### src/rtl/rr_mux4_arbiter.sv
// rr_mux4_arbiter: round-robin arbiter sharing one 4:1 data mux among four
// requesters. It issues a registered one-hot grant and its mux select. A grant
// is rotated after HOLD_MAX cycles, which bounds how long any requester waits.
// The selected data is registered and lags the grant by one cycle.

module rr_mux4_arbiter #(
  parameter int unsigned DATA_W   = 1,
  parameter int unsigned HOLD_MAX = 8
) (
  input  logic              clk,
  input  logic              rst,
  input  logic [3:0]        req,
  input  logic [DATA_W-1:0] a,
  input  logic [DATA_W-1:0] b,
  input  logic [DATA_W-1:0] c,
  input  logic [DATA_W-1:0] d,
  output logic [1:0]        sel,
  output logic [3:0]        gnt,
  output logic              gnt_valid,
  output logic [DATA_W-1:0] dout,
  output logic              dout_valid
);

  localparam int unsigned HCNT_W = 8;

  typedef enum logic {
    IDLE  = 1'b0,
    GRANT = 1'b1
  } state_t;

  state_t            state, state_nxt;
  logic [1:0]        ptr, ptr_nxt;
  logic [HCNT_W-1:0] hcnt, hcnt_nxt;
  logic [1:0]        sel_nxt;
  logic [3:0]        gnt_nxt;
  logic              gnt_valid_nxt;

  logic              release_c;
  logic [1:0]        scan_base_c;
  logic [1:0]        scan_idx_c;
  logic              win_found_c;
  logic [1:0]        win_idx_c;
  logic [DATA_W-1:0] mux_c;

  // Release when the holder drops its request or its tenure is used up.
  always_comb begin
    release_c = (state == GRANT) &&
                (!req[sel] || (hcnt == HCNT_W'(HOLD_MAX - 1)));
  end

  // A release re-arbitrates from the slot after the holder, so the pointer
  // update and the new grant take effect on the same edge.
  always_comb begin
    scan_base_c = (state == GRANT) ? (sel + 2'd1) : ptr;
  end

  // Priority scan from scan_base_c; the loop runs from the farthest offset
  // down so that the nearest requesting slot is the one left in win_idx_c.
  always_comb begin
    win_found_c = 1'b0;
    win_idx_c   = scan_base_c;
    scan_idx_c  = scan_base_c;
    for (int i = 3; i >= 0; i--) begin
      scan_idx_c = scan_base_c + 2'(i);
      if (req[scan_idx_c]) begin
        win_found_c = 1'b1;
        win_idx_c   = scan_idx_c;
      end
    end
  end

  // Data mux indexed by the currently registered select.
  always_comb begin
    mux_c = a;
    case (sel)
      2'd0:    mux_c = a;
      2'd1:    mux_c = b;
      2'd2:    mux_c = c;
      default: mux_c = d;
    endcase
  end

  // State register and registered outputs.
  always_ff @(posedge clk) begin
    if (rst) begin
      state      <= IDLE;
      ptr        <= 2'd0;
      hcnt       <= '0;
      sel        <= 2'd0;
      gnt        <= 4'd0;
      gnt_valid  <= 1'b0;
      dout       <= '0;
      dout_valid <= 1'b0;
    end else begin
      state      <= state_nxt;
      ptr        <= ptr_nxt;
      hcnt       <= hcnt_nxt;
      sel        <= sel_nxt;
      gnt        <= gnt_nxt;
      gnt_valid  <= gnt_valid_nxt;
      dout_valid <= gnt_valid;
      if (gnt_valid) begin
        dout <= mux_c;
      end
    end
  end

  // Next-state logic.
  always_comb begin
    state_nxt = state;
    case (state)
      IDLE: begin
        if (win_found_c) begin
          state_nxt = GRANT;
        end
      end
      GRANT: begin
        if (release_c && !win_found_c) begin
          state_nxt = IDLE;
        end
      end
      default: state_nxt = IDLE;
    endcase
  end

  // Next values of grant, select, pointer and hold counter.
  always_comb begin
    sel_nxt       = sel;
    gnt_nxt       = gnt;
    gnt_valid_nxt = gnt_valid;
    hcnt_nxt      = hcnt;
    ptr_nxt       = ptr;
    case (state)
      IDLE: begin
        if (win_found_c) begin
          sel_nxt       = win_idx_c;
          gnt_nxt       = 4'd1 << win_idx_c;
          gnt_valid_nxt = 1'b1;
          hcnt_nxt      = '0;
        end else begin
          gnt_nxt       = 4'd0;
          gnt_valid_nxt = 1'b0;
        end
      end
      GRANT: begin
        if (release_c) begin
          ptr_nxt  = sel + 2'd1;
          hcnt_nxt = '0;
          if (win_found_c) begin
            sel_nxt       = win_idx_c;
            gnt_nxt       = 4'd1 << win_idx_c;
            gnt_valid_nxt = 1'b1;
          end else begin
            gnt_nxt       = 4'd0;
            gnt_valid_nxt = 1'b0;
          end
        end else begin
          hcnt_nxt = hcnt + HCNT_W'(1);
        end
      end
      default: begin
        gnt_nxt       = 4'd0;
        gnt_valid_nxt = 1'b0;
      end
    endcase
  end

endmodule

### config.mk
export PLATFORM = sky130hd
export DESIGN_NAME = rr_mux4_arbiter
export DESIGN_NICKNAME = d
export VERILOG_FILES = /design/src/rtl/rr_mux4_arbiter.sv
export SDC_FILE = /design/constraint.sdc
export NUM_CORES = 1
export LEC_CHECK = 0
export CAP_MARGIN = 20
export CELL_PAD_IN_SITES_DETAIL_PLACEMENT = 1
export CELL_PAD_IN_SITES_GLOBAL_PLACEMENT = 2
export CORE_ASPECT_RATIO = 1.2
export CORE_MARGIN = 5
export CORE_UTILIZATION = 32
export CTS_BUF_LIST = sky130_fd_sc_hd__clkbuf_16
export CTS_CLUSTER_DIAMETER = 100
export CTS_CLUSTER_SIZE = 14
export DETAILED_ROUTE_END_ITERATION = 6
export PLACE_DENSITY_LB_ADDON = 0.2
export RECOVER_POWER = 50
export SYNTH_ARGS = -nofsm -noshare
export SYNTH_HDL_FRONTEND = slang
export SYNTH_SLANG_ARGS = --single-unit
### constraint.sdc
create_clock -name clk -period 2.73 [get_ports clk]
set_input_delay 0.546 -clock clk [delete_from_list [all_inputs] [get_ports clk]]
set_output_delay 0.546 -clock clk [all_outputs]
set_load 0.02 [all_outputs]
Yosys cells after proc, flatten, opt, wreduce, memory -nomap -nowiden
Index checks and enable logic that the tools add are counted.
{"block": "totals", "rom_bits": 0, "latch_bits": 0, "wordCells": 66, "regBits": 20, "ram_bits": 0, "mem_count": 0, "out_inout_bits": 9}
{"block": "op_classes", "n_mul": 0, "n_eq_ne": 5, "div": 0, "n_reduce_logical": 7, "muxes": 34, "shift": 1, "order_cmp": 5, "n_bitwise": 1, "addsub": 5}
{"op": "$mux 8", "count": 2}
{"op": "$pmux 8 s2", "count": 1}
{"op": "$lt 2x3->1 const B", "count": 5}
{"op": "$mux 2", "count": 7}
{"op": "$mux 1", "count": 12}
{"op": "$bmux 1 s2", "count": 5}
{"op": "$add 8x1->8 const B", "count": 1}
{"op": "$eq 8x3->1 const B", "count": 1}
{"op": "$mux 4", "count": 2}
{"op": "$pmux 4 s2", "count": 1}
{"op": "$add 2x1->2 const B", "count": 2}
{"op": "$add 2x2->2 const B", "count": 2}
{"op": "$pmux 1 s2", "count": 2}
{"op": "$pmux 2 s2", "count": 1}
{"op": "$shl 1x2->4 const A", "count": 1}
{"op": "$pmux 1 s3", "count": 1}
{"op": "$eq 2x1->1 const B", "count": 1}
{"op": "$eq 2x2->1 const B", "count": 1}
{"op": "$logic_and 1x1->1", "count": 2}
{"op": "$logic_not 1->1", "count": 2}
{"op": "$logic_not 2->1", "count": 1}
{"op": "$ne 2x1->1 const B", "count": 1}
{"op": "$ne 2x2->1 const B", "count": 1}
{"op": "$reduce_and 2->1", "count": 1}
{"op": "other kinds (2)", "count": 2}

Longest topological paths before layout
{"block": "depth", "depth_word": 13, "mapped_depth": 7}

Worst setup path after synthesis
No wires, ideal clock.
{"block": "synth_path", "path_type": "register -> register", "startpoint": "register sel[0]", "endpoint": "register gnt[0]", "n_path_buf": 0, "path_slack_ns": 0.543, "required_ns": 2.595, "t_arrival_ns": 2.053, "stages_incl_launch_ff": 8, "cell_sequence": "dfxtp_1 inv_1 ha_1 mux2i_2 mux2_4 o32ai_2 nand2b_1 o32ai_1"}
{"block": "synth_via", "elab_chain_cells": 13, "word_cells_on_any_way": 31}
{"element": "from (decl)", "line_no": "17", "source": "output logic [1:0] sel,"}
{"element": "from (signal assigned)", "line_no": "98", "source": "sel <= sel_nxt;"}
{"element": "$add 2x1->2", "line_no": "54", "source": "scan_base_c = (state == GRANT) ? (sel + 2'd1) : ptr;"}
{"element": "$mux 2", "line_no": "54"}
{"element": "$add 2x2->2", "line_no": "64", "source": "scan_idx_c = scan_base_c + 2'(i);"}
{"element": "$bmux 1 s2", "line_no": "65", "source": "if (req[scan_idx_c]) begin"}
{"element": "$mux 1 (implied by the code)", "line_no": "65"}
{"element": "$mux 2 (4 in a row)", "line_no": "65"}
{"element": "$shl 1x2->4", "line_no": "137, 151"}
{"element": "$mux 4", "line_no": "135, 149"}
{"element": "$mux 4", "line_no": "146", "source": "if (release_c) begin"}
{"element": "$pmux 4 s2", "line_no": "133", "source": "case (state)"}
{"element": "to (signal assigned)", "line_no": "99", "source": "gnt <= gnt_nxt;"}
{"element": "to (decl)", "line_no": "18", "source": "output logic [3:0] gnt,"}
Several ways; a longest one is shown, not always the timed one. The select of a mux whose other input is x is not followed.
A chain may end at the register's enable or synchronous reset.

Worst setup path in the final report
{"block": "layout_path", "startpoint": "input port req[1]", "endpoint": "register gnt[3]"}
{"block": "layout_via", "elab_chain_cells": 10, "word_cells_on_any_way": 26}
{"element": "from (decl)", "line_no": "12", "source": "input logic [3:0] req,"}
{"element": "$bmux 1 s2", "line_no": "65"}
{"element": "$mux 1 (implied by the code)", "line_no": "65"}
{"element": "$mux 2 (4 in a row)", "line_no": "65"}
{"element": "$shl 1x2->4", "line_no": "137, 151"}
{"element": "$mux 4", "line_no": "135, 149"}
{"element": "$mux 4", "line_no": "146"}
{"element": "$pmux 4 s2", "line_no": "133"}
Several ways; a longest one is shown, not always the timed one. The select of a mux whose other input is x is not followed.

==> impl_metrics.py <==
metrics = {
    "run_status": {
        "status": "completed",
    },
    "timing": {
        "finalCritPeriodShare": 0.801,
        "whs_ns": 0.468,
        "hold_violations": 0,
        "drv_slew": 0,
        "tightestPinTransition_ns": 0.688,
        "setup_tns_ns": 0,
        "grt_setup_unrepaired": "false",
        "skew_ns": 0.00587,
        "fmax_mhz": 457,
        "setup_viol": 0,
        "timing.slew.headroom": 0.539,
        "min_period_ns": 2.19,
    },
    "synth": {
        "synth_nets": 140,
        "async_flop_share": 0,
        "synth-adder-area-share": 0.0543,
        "netlist_area_um2": 1150,
        "yosysWarnings": 0,
        "synth_top_family_by_area": "simple AND/OR/NAND/NOR gates",
        "yosys_register_bits": 20,
        "synth-edff-count": 0,
        "avgSynthCellArea_um2": 9.21,
        "synthMuxAreaShare": 0.0533,
        "synth_xor_area_frac": 0,
        "synth_compound_area_frac": 0.235,
        "ys.flop_type": "dfxtp_1",
        "yosys.area_share.simple": 0.245,
        "ys_seq_area_frac": 0.348,
        "synthDistinctLibCells": 45,
        "synthCells": 125,
    },
    "layout": {
        "syn_to_final_growth_pct": 29.6,
        "drive_above_1_share": 0.152,
        "nets": 167,
        "fin_area_um2": 1490,
        "num_antenna_cells": 0,
    },
    "clock_tree": {
        "cts_root_buf": "clkbuf_16",
        "h-tree-depth": 1,
        "cts_resized": 0,
        "cts_tree": "built",
        "postCtsSetupBuffers": 0,
        "clkSinkCount": 20,
        "clock_path_buffers": 2,
        "hold_buffers": 0,
        "clkLatencyLatePin_ns": 0.26,
        "cts.clk_slew.worst_paths_ns": 0.06,
        "cts_buffers": 3,
    },
    "critical_path": {
        "r2r_slack_ns": 0.62,
        "rr_startpoint": "sel[0]$_SDFFE_PP0P_",
        "critPathArrivalTime_ns": 2.35,
        "path_cells": "dlygate4sd3_1 > mux4_2 > o211a_1 > nor3_4 > nand2_1 > o32ai_1",
        "end_kind": "register",
        "crit_required_ns": 2.90,
        "critPathKind": "in -> reg",
        "start_kind": "input pin",
        "critPathSlowestCell": "dlygate4sd3_1",
        "cp_slowest_stage_delay_ns": 0.56,
        "r2r_cells": 7,
        "worst_r2r_endpoint": "sel[1]$_SDFFE_PP0P_",
        "crit_path_max_fanout": 9,
    },
    "grt": {
        "antenna_found_initial": 0,
        "grt_pass1_vias": 1103,
        "grt_overflow_total": 0,
        "grt_pass1_wl_um": 5180,
        "grt_max_degree": 14,
        "grtUsageTotal": 0.135,
    },
    "min_path": {
        "hp-class": "reg -> reg",
        "hold_start": "gnt[2]$_SDFFE_PP0N_",
        "hold_path_depth": 2,
        "min_to": "gnt[2]$_SDFFE_PP0N_",
    },
    "power_and_ir_drop": {
        "ir_drop_mv": 0.327,
        "power_frac_comb": 0.225,
        "p_seq_frac": 0.348,
        "leakage_nw": 0.612,
        "internal-power_mw": 0.703,
        "switchingPower_mw": 0.244,
        "switching_share": 0.258,
        "p_per_area_nw_per_um2": 635,
        "clockPowerShare": 0.428,
    },
    "placed_design": {
        "postPlaceCellArea_um2": 1400,
        "gp_congestion": 0.793,
        "io_buffers": 18,
        "hpwl_um": 2430,
    },
    "die": {
        "core_area_um2": 3400,
        "die_h_um": 75.7,
        "die-area_um2": 4900,
        "io_pins": 19,
        "row_count": 23,
        "initial_utilization": 0.339,
        "die_x_um": 64.8,
    },
    "drt": {
        "first_pass_iters": 4,
        "avgRoutedWirePerCell_um": 16.0,
        "drt-initial-drc-count": 54,
        "drc_errors": 0,
        "via_count": 1019,
        "routed_wirelength_um": 3010,
        "vias_per_cell": 5.42,
        "postRouteAntennaNets": 0,
    },
    "job": {
        "cap_violations": 0,
    },
}
-- cells by family after synthesis --
logic type | Yosys count
adders and majority gates | 5
DFF | 20
muxes | 4
buffers and inverters | 12
and+or+nand+nor | 49
AOI/OAI and AO/OA | 35
-- per-layer routing --
metal,GRT usage,share of wire,wire [µm],vias to the layer above
met5,0,0,0,-
met1,0.143,0.43,1280,480
met2,0.266,0.53,1590,12
met4,0.0540,0.014,43,0
met3,0.0221,0.029,86,5
li1,-,-,-,522
-- critical path, delay by kind of cell --
kind            cells  cell delay, ns
buf+inv             1            0.56
compound gates      2            0.39
simple gates        2            0.33
mux                 1            0.52
-- registers in the layout (all words and copies together) (netlist names) --
signal,flops
dout,1
dout_valid,1
gnt,4
gnt_valid,1
hcnt,8
ptr,2
sel,2
state,1
-- cell type report --
class,count,area [µm²]
Clock buffer,3,75.1
Fill cell,413,1900
Multi-Input combinational cell,93,669
Tap cell,37,46.3
Clock inverter,1,30.0
Sequential cell,20,400
Inverter,7,26.3
Timing Repair Buffer,27,244
-- metrics by stage --
step                utilization  setup slack [ns]  cells  total power [mW]
floorplan                     -             0.543    125             0.474
global placement          0.411             0.409    184             0.555
detailed placement        0.411             0.396    184             0.560
CTS                       0.442             0.587    188             0.968
global route              0.439             0.440    188             0.992
finish                    0.439             0.543    188             0.947
-- power groups by stage --
stage               combinational (mW)  sequential [mW]  clock, mW
finish                           0.213            0.329      0.405
global route                     0.233            0.333      0.426
CTS                              0.224            0.330      0.413
detailed placement               0.223            0.337          0
global placement                 0.219            0.336          0
floorplan                        0.121            0.353          0
-- synth_stat cells, drive strengths merged (2+ instances only) --
| master | n | share of area |
|---|---|---|
| a21oi | 9 | 0.039 |
| o21ai | 2 | 0.0087 |
| o32ai | 5 | 0.045 |
| inv | 7 | 0.023 |
| or3 | 2 | 0.011 |
| a31oi | 3 | 0.016 |
| nand2b | 5 | 0.027 |
| buf | 4 | 0.039 |
| nor3 | 6 | 0.045 |
| mux2i | 2 | 0.021 |
| nand2 | 11 | 0.038 |
| ha | 5 | 0.054 |
| nor2 | 10 | 0.033 |
| dfxtp | 20 | 0.35 |
| and3 | 3 | 0.016 |
| nand3 | 5 | 0.022 |
| o211a | 4 | 0.035 |
-- cells in the final DEF, fill, tap and decap left out, drive strengths merged, types with 2 or more instances in the layout --
master	instances
or3	2
ha	5
nand2	11
a31oi	3
nor2	10
nor3	6
dlygate4sd3	11
clkbuf	4
mux2i	2
nand3	5
a21oi	9
o211a	4
nand2b	5
dfxtp	20
buf	8
and3	3
o32ai	5
inv	7
clkdlybuf4s50	7
o21ai	2
-- how the worst max path moves through the flow --
| stage | start | endpoint | slack, ns | cells past startpoint |
|---|---|---|---|---|
| CTS | sel[0]$_SDFFE_PP0P_ | sel[1]$_SDFFE_PP0P_ | 0.59 | 7 |
| floorplan | sel[0]$_SDFFE_PP0P_ | gnt[0]$_SDFFE_PP0N_ | 0.54 | 7 |
| finish | req[1] | gnt[3]$_SDFFE_PP0N_ | 0.54 | 6 |
| global route | req[1] | hcnt[6]$_SDFFE_PP0P_ | 0.44 | 6 |
| detailed placement | req[0] | gnt[1]$_SDFFE_PP0N_ | 0.40 | 5 |
| global placement | req[3] | gnt[3]$_SDFFE_PP0N_ | 0.41 | 5 |
No activity file was read; power rests on OpenSTA's default activity.
